`src/rtl/silife_display_framebuffer.sv`:
```
// Double-buffered cell-grid snapshot between the Life engine (writer) and the display driver.
// The writer fills the back bank; swaps wait for a display frame boundary so frames never tear.
module silife_display_framebuffer #(
    parameter int WIDTH  = 32,
    parameter int HEIGHT = 32
) (
    input  logic                       clk,
    input  logic                       reset_n,
    input  logic                       i_wr_valid,
    output logic                       o_wr_ready,
    input  logic [$clog2(HEIGHT)-1:0]  i_wr_row,
    input  logic [WIDTH-1:0]           i_wr_cells,
    input  logic                       i_clear,
    input  logic                       i_swap_req,
    output logic                       o_swap_pending,
    output logic                       o_swap_done,
    input  logic                       i_display_en,
    input  logic [$clog2(HEIGHT)-1:0]  i_rd_row,
    output logic [WIDTH-1:0]           o_rd_cells,
    output logic                       o_front_bank
);
    localparam int ROW_BITS = $clog2(HEIGHT);

    typedef enum logic [1:0] {
        IDLE    = 2'd0,
        CLEAR   = 2'd1,
        PENDING = 2'd2
    } state_t;

    state_t                state_reg, state_next;
    logic                  front_bank_reg, front_bank_next;
    logic                  swap_after_reg, swap_after_next;
    logic                  swap_done_reg, swap_done_next;
    logic [ROW_BITS-1:0]   clear_row_reg, clear_row_next;
    logic [ROW_BITS-1:0]   rd_row_q_reg;
    logic [WIDTH-1:0]      bank_reg [2][HEIGHT];

    logic                  wr_en;
    logic [ROW_BITS-1:0]   wr_addr;
    logic [WIDTH-1:0]      wr_data;
    logic                  wr_in_range;
    logic                  rd_in_range;
    logic                  back_bank;
    logic                  frame_sync;

    assign back_bank   = ~front_bank_reg;
    assign wr_in_range = {1'b0, wr_addr} < (ROW_BITS+1)'(HEIGHT);
    assign rd_in_range = {1'b0, i_rd_row} < (ROW_BITS+1)'(HEIGHT);
    // Driver disabled means no frame is being shown, so any cycle is a safe boundary.
    assign frame_sync  = !i_display_en || (i_rd_row == '0 && rd_row_q_reg != '0);

    always_comb begin
        o_rd_cells = '0;
        if (rd_in_range) begin
            o_rd_cells = bank_reg[front_bank_reg][i_rd_row];
        end
    end

    assign o_wr_ready     = (state_reg == IDLE);
    assign o_swap_pending = (state_reg == PENDING);
    assign o_swap_done    = swap_done_reg;
    assign o_front_bank   = front_bank_reg;

    always_comb begin
        state_next      = state_reg;
        front_bank_next = front_bank_reg;
        swap_after_next = swap_after_reg;
        clear_row_next  = clear_row_reg;
        swap_done_next  = 1'b0;
        wr_en           = 1'b0;
        wr_addr         = i_wr_row;
        wr_data         = i_wr_cells;
        case (state_reg)
            IDLE: begin
                wr_en = i_wr_valid;
                if (i_clear) begin
                    state_next      = CLEAR;
                    clear_row_next  = '0;
                    swap_after_next = i_swap_req;
                end else if (i_swap_req) begin
                    state_next = PENDING;
                end
            end
            CLEAR: begin
                // The clear reuses the single write port, one row per cycle.
                wr_en          = 1'b1;
                wr_addr        = clear_row_reg;
                wr_data        = '0;
                clear_row_next = clear_row_reg + 1'b1;
                if (i_swap_req) begin
                    swap_after_next = 1'b1;
                end
                if (clear_row_reg == ROW_BITS'(HEIGHT - 1)) begin
                    state_next      = (swap_after_reg || i_swap_req) ? PENDING : IDLE;
                    swap_after_next = 1'b0;
                    clear_row_next  = '0;
                end
            end
            PENDING: begin
                if (frame_sync) begin
                    front_bank_next = ~front_bank_reg;
                    state_next      = IDLE;
                    swap_done_next  = 1'b1;
                end
            end
            default: begin
                state_next = IDLE;
            end
        endcase
    end

    always_ff @(posedge clk or negedge reset_n) begin
        if (!reset_n) begin
            state_reg      <= IDLE;
            front_bank_reg <= 1'b0;
            swap_after_reg <= 1'b0;
            swap_done_reg  <= 1'b0;
            clear_row_reg  <= '0;
            rd_row_q_reg   <= '0;
        end else begin
            state_reg      <= state_next;
            front_bank_reg <= front_bank_next;
            swap_after_reg <= swap_after_next;
            swap_done_reg  <= swap_done_next;
            clear_row_reg  <= clear_row_next;
            rd_row_q_reg   <= i_rd_row;
        end
    end

    // Out-of-range rows are accepted by the handshake but never stored.
    always_ff @(posedge clk or negedge reset_n) begin
        if (!reset_n) begin
            for (int b = 0; b < 2; b++) begin
                for (int r = 0; r < HEIGHT; r++) begin
                    bank_reg[b][r] <= '0;
                end
            end
        end else if (wr_en && wr_in_range) begin
            bank_reg[back_bank][wr_addr] <= wr_data;
        end
    end

endmodule
```
`config.mk`:
```
export PLATFORM = sky130hd
export DESIGN_NAME = silife_display_framebuffer
export DESIGN_NICKNAME = d
export VERILOG_FILES = /design/src/rtl/silife_display_framebuffer.sv
export SDC_FILE = /design/constraint.sdc
export NUM_CORES = 2
export LEC_CHECK = 0
export CAP_MARGIN = 25
export CORE_AREA = 2 2 452 454
export DETAILED_ROUTE_END_ITERATION = 12
export DIE_AREA = 0 0 454 456
export PLACE_DENSITY = 0.73
export SETUP_SLACK_MARGIN = 0.4
export SYNTH_ARGS = -nofsm -noshare
export SYNTH_HDL_FRONTEND = slang
export SYNTH_SLANG_ARGS = --single-unit
```
`constraint.sdc`:
```
create_clock -name clk -period 2.5 [get_ports clk]
set_clock_uncertainty 0.05 [all_clocks]
set_input_delay 0.375 -clock clk [delete_from_list [all_inputs] [get_ports clk]]
set_output_delay 0.375 -clock clk [all_outputs]
set_load 0.01 [all_outputs]
```
# After elaboration in Yosys (flattened, before gate mapping)
# Index checks and enable logic that the tools add are counted.
[totals] regBits=2063 input_bits=48 output_inout_bits=36 wordCells=133
[classes] add_sub_neg=1 order_cmp=6 n_eq_ne=8 n_mux=29 n_bitwise=5 n_reduce_logical=14
[op_table] operator="$mux W1024" count=4
[op_table] operator="$bwmux W2048" count=1
[op_table] operator="$demux W1024 S1" count=1
[op_table] operator="$bmux W32 S5" count=1
[op_table] operator="$demux W32 S5" count=1
[op_table] operator="$mux W32" count=4
[op_table] operator="$mux W5" count=3
[op_table] operator="$ge A6 B6 Y1 const B" count=2
[op_table] operator="$not A5 Y6" count=2
[op_table] operator="$mux W2" count=5
[op_table] operator="$pmux W5 S2" count=1
[op_table] operator="$lt A6 B1 Y1 const B" count=1
[op_table] operator="$pmux W2 S3" count=1
[op_table] operator="$reduce_and A3 Y1" count=2
[op_table] operator="$add A5 B1 Y5 const B" count=1
[op_table] operator="$eq A5 B5 Y1 const B" count=1
[op_table] operator="$logic_not A5 Y1" count=1
[op_table] operator="$mux W1" count=5
[op_table] operator="$reduce_bool A5 Y1" count=1
[op_table] operator="$ge A2 B2 Y1 const B" count=2
[op_table] operator="$ne A2 B1 Y1 const B" count=2
[op_table] operator="$not A1 Y2" count=2
[op_table] operator="$pmux W1 S2" count=2
[op_table] operator="$reduce_and A2 Y1" count=2
[op_table] operator="other kinds (12)" count=15

# Longest topological paths before layout
[logic_depth] word_depth=10 ltp_mapped=10 ltp_nobuf=6

# Worst setup path after synthesis
# No wires, ideal clock.
[synth_timing] kind="register -> output" start="register front_bank_reg, in the netlist o_front_bank" end="output port o_rd_cells[15]" arrival_time_ps=2291 required_time_ps=2075 slack_ps=-216 stages_incl_launch_ff=8 path_buffers=3 cell_sequence="dfrtp_1 -> buf_4 -> buf_4 -> buf_1 -> mux4_2 -> a21oi_1 -> nand2_1 -> a32o_1"
[synth_between] elab_chain_len=7
[synth_lines] element="from (decl)" line="31" text="logic front_bank_reg, front_bank_next;"
[synth_lines] element="from (signal assigned)" line="122" text="front_bank_reg <= front_bank_next;"
[synth_lines] element="$not A1 Y2 (implied by the code)" line="55" text="o_rd_cells = bank_reg[front_bank_reg][i_rd_row];"
[synth_lines] element="$mux W1024 (implied by the code) (3 in series)" line="55"
[synth_lines] element="$bmux W32 S5" line="55"
[synth_lines] element="$mux W32 (implied by the code) (2 in series)" line="55"
[synth_lines] element="to (decl)" line="19" text="output logic [WIDTH-1:0] o_rd_cells,"
# No other way between the ends. The select of a mux whose other input is x is not followed.

# Final worst setup path
[layout_timing] start="register front_bank_reg, in the netlist o_front_bank" end="output port o_rd_cells[24]"
# The elaborated chain is that of the path after synthesis.

==> impl_metrics.ini <==
[routing]
vias_per_cell = 6.20
routed_wl_mm = 304
drt-wirelength-per-cell_um = 26.3
drt.antenna.violating_nets = 0
drc = 0
first_pass_iters = 6
first_iter_violations = 7961
route.vias.total = 71900

[setup_path]
critPathArrivalTime_ns = 3.66
critPathKind = reg -> out
cp_max_fo = 10
rr_worst_depth = 17
r2r_slack_ns = -0.44
crit_path_start_kind = flip-flop
end_kind = output pin
r2r_end = bank_reg[1289]
cp.required_ns = 2.08
timing.rr.start = o_front_bank

[power]
p_per_area_nw_per_um2 = 1120
switching_share_pct = 34.6
netSwitchingPower_uw = 43800
p_comb_share_pct = 34.9
power_frac_clock_pct = 24.1
p_int_uw = 82900
p_leak_uw = 0.0499
seq_power_share_pct = 41.1
irDropWorstVdd_uv = 697

[global_routing]
met2_usage_pct = 44.8
grt_use_total_pct = 28.5
grt_overflow = 0
gr-usage-met1_pct = 35.6
grt_max_degree = 114
grt_pass1_wl_mm = 450
grtUsageMet3_pct = 6.33
antenna_found_initial = 3
grt_pass1_vias = 73100
top_usage_layer = met2

[die]
ios = 84
die_w_um = 454
die_h_um = 456
initial_core_util_pct = 45.0
die_area_um2 = 207000
coreArea_um2 = 202000
std_cell_rows = 165

[timing]
period_minus_slack_ns = 4.08
rsz0062_at_grt = yes
worstMarginPinSlew_ns = 0.774
hold_viol_final = 0
layout_setup_ws_ns = -1.58
relSlewSlack_pct = 48.4
finalSetupViolCount = 1167
fmax_mhz = 245
maxSlewViolCount = 0
post-route-period-util_pct = 163

[clock_tree]
tritoncts = yes
cts_max_path_buffers = 3
clock_sinks = 2063
clk_latency_ns = 0.88
clk_pin_slew_ns = 0.07
cts-root-buf = clkbuf_16
h-tree-depth = 4
cts_buffers = 195

[finish]
area_growth_pct = 24.2
fin_util_pct = 55.8
nets = 8815
largest_reg_flops = 2048
fin_area_um2 = 113000
final_layout_size_suffix_gt1_share_pct = 25.0

[synthesis]
syn_nets = 8395
synth_top_area_cell = dfrtp_1
synthCells = 8345
ys_seq_area_share_pct = 56.9
synth-seq-cells = 2063
syn_area_per_cell_um2 = 10.9
synth.distinct_cells = 64
synth_area_um2 = 90700
synth_area_leaders = dfrtp_1, mux4_2, nand2_1
async_flop_share_pct = 100
synth_top_area_share_pct = 56.9
synth_ff_type = dfrtp_1
yosysWarnings = 0
synth-edff-count = 0

[run_status]
status = complete, but fails checks
violations = setup timing

[hold_path]
hold_class = in -> async

[placed_design]
gp_congestion = 0.880
pre_cts_ws_ns = -1.58
post_dp_cell_area_um2 = 101000
io_buffers = 83
dp_hpwl_mm = 186

[run]
drv_cap = 0
-- stage by stage --
step | cells | power (µW) | setup TNS, ns | hold slack [ns]
after floorplan | 8345 | 75800 | 0 | 0.0294
after global placement | 11100 | 87200 | -191.60 | 0.286
after detailed placement | 11100 | 89600 | -237.90 | 0.286
after CTS | 11500 | 124000 | -148.62 | 0.0349
after global routing | 11600 | 133000 | -350.26 | 0.0621
final | 11600 | 127000 | -313.89 | 0.0661
-- cell usage after synthesis, types with 4 or more instances --
| library cell | instances |
|---|---|
| mux2_2 | 39 |
| o21ai_2 | 70 |
| nand2b_1 | 8 |
| a211oi_1 | 57 |
| mux4_2 | 401 |
| o31ai_4 | 7 |
| nor3_1 | 4 |
| a22oi_1 | 41 |
| buf_2 | 268 |
| nand4_4 | 46 |
| nor2_1 | 14 |
| o32ai_1 | 4 |
| a31o_2 | 5 |
| nand4_2 | 16 |
| a21oi_1 | 56 |
| clkbuf_1 | 449 |
| o21ai_1 | 1290 |
| inv_1 | 10 |
| o221ai_1 | 75 |
| a31oi_1 | 4 |
| a21o_1 | 4 |
| buf_6 | 21 |
| nand2_1 | 2206 |
| nand4_1 | 7 |
| clkbuf_2 | 5 |
| buf_1 | 19 |
| and2_1 | 5 |
| a32o_1 | 4 |
| a22o_1 | 15 |
| o22ai_1 | 33 |
| nor4_1 | 10 |
| a221oi_1 | 38 |
| nor2b_1 | 12 |
| o21a_1 | 4 |
| mux2i_1 | 229 |
| or4bb_1 | 4 |
| nand3_1 | 8 |
| dfrtp_1 | 2063 |
| o21ai_0 | 698 |
| buf_4 | 50 |
| a32oi_1 | 9 |
-- power by group through the flow --
stage / clock network (µW) / logic [µW] / registers (µW)
floorplan: 0 / 26100 / 49700
global placement: 0 / 36200 / 51000
detailed placement: 0 / 37700 / 52000
CTS: 30600 / 41600 / 51500
global route: 32000 / 47400 / 53300
finish: 30500 / 44200 / 52000
-- worst max path at each step --
stage / start / end / slack (ns) / depth (start not counted)
floorplan: o_front_bank / o_rd_cells[15] / 0.10 / 7
global placement: i_rd_row[0] / o_rd_cells[27] / -1.56 / 10
detailed placement: o_front_bank / o_rd_cells[28] / -1.58 / 8
CTS: o_front_bank / o_rd_cells[24] / -1.56 / 11
global route: o_front_bank / o_rd_cells[9] / -1.62 / 9
finish: o_front_bank / o_rd_cells[24] / -1.58 / 11
-- worst max-delay path: stages, from the launching register on --
cell       delay [ns]
dfrtp_4          0.54
buf_12           0.17
buf_12           0.12
buf_16           0.15
buf_16           0.15
buf_4            0.17
mux2_2           0.28
a2bb2oi_1        0.16
nand3_1          0.12
o211ai_1         0.54
a211oi_4         0.17
buf_2            0.19
-- cells in the final DEF (no fill, tap or decap), drive strengths merged, types with 8 or more instances in the layout --
master / instances
nand2: 2206
dfrtp: 2063
o21ai: 2058
buf: 959
mux4: 401
clkbuf: 314
mux2i: 229
o221ai: 75
nand4: 69
a211oi: 57
a21oi: 56
clkdlybuf4s50: 44
a22oi: 41
mux2: 39
a221oi: 38
clkinv: 34
o22ai: 33
inv: 21
a22o: 15
nor2: 15
nor2b: 12
bufinv: 11
nor4: 10
a32oi: 9
o31ai: 9
nand3: 8
nand2b: 8
-- kinds of logic (layout without fill, tap and decap cells) --
logic type	count (synthesis)	after routing	share of synthesized area, %
other	0	1	0
and+or+nand+nor	2356	2356	11.0
DFF	2063	2063	56.9
xor gates and xnor gates	1	1	0.00966
AOI/OAI and AO/OA	2431	2431	14.9
adders and majority gates	2	2	0.0276
buffers and inverters	823	1392	4.16
muxes	669	669	13.0
-- timing repair --
action,4_1_cts,5_1_grt
gates resized for setup,437,242
setup endpoints to repair,2084,2084
hold buffers,3,0
endpoints found under the hold margin,817,0
pin swaps,85,86
setup buffers,92,42
gates cloned,18,28
-- area by class of cell --
class / instances / area (µm²)
multi-input cells: 5459 / 37600
well taps: 2672 / 3340
inverters: 11 / 48.8
clock inverters: 57 / 748
fillers: 15300 / 89100
diodes: 1 / 2.50
clock buffers: 289 / 5760
repair buffers: 1035 / 13500
flip-flops and latches: 2063 / 51600
-- layer usage --
layer | part of all wire (%) | vias to the layer above
met3 | 10 | 1298
met4 | 8.1 | 6
met1 | 36 | 36100
li1 | - | 30300
met5 | 0.011 | -
met2 | 46 | 4216
No activity file was read; power rests on OpenSTA's default activity.
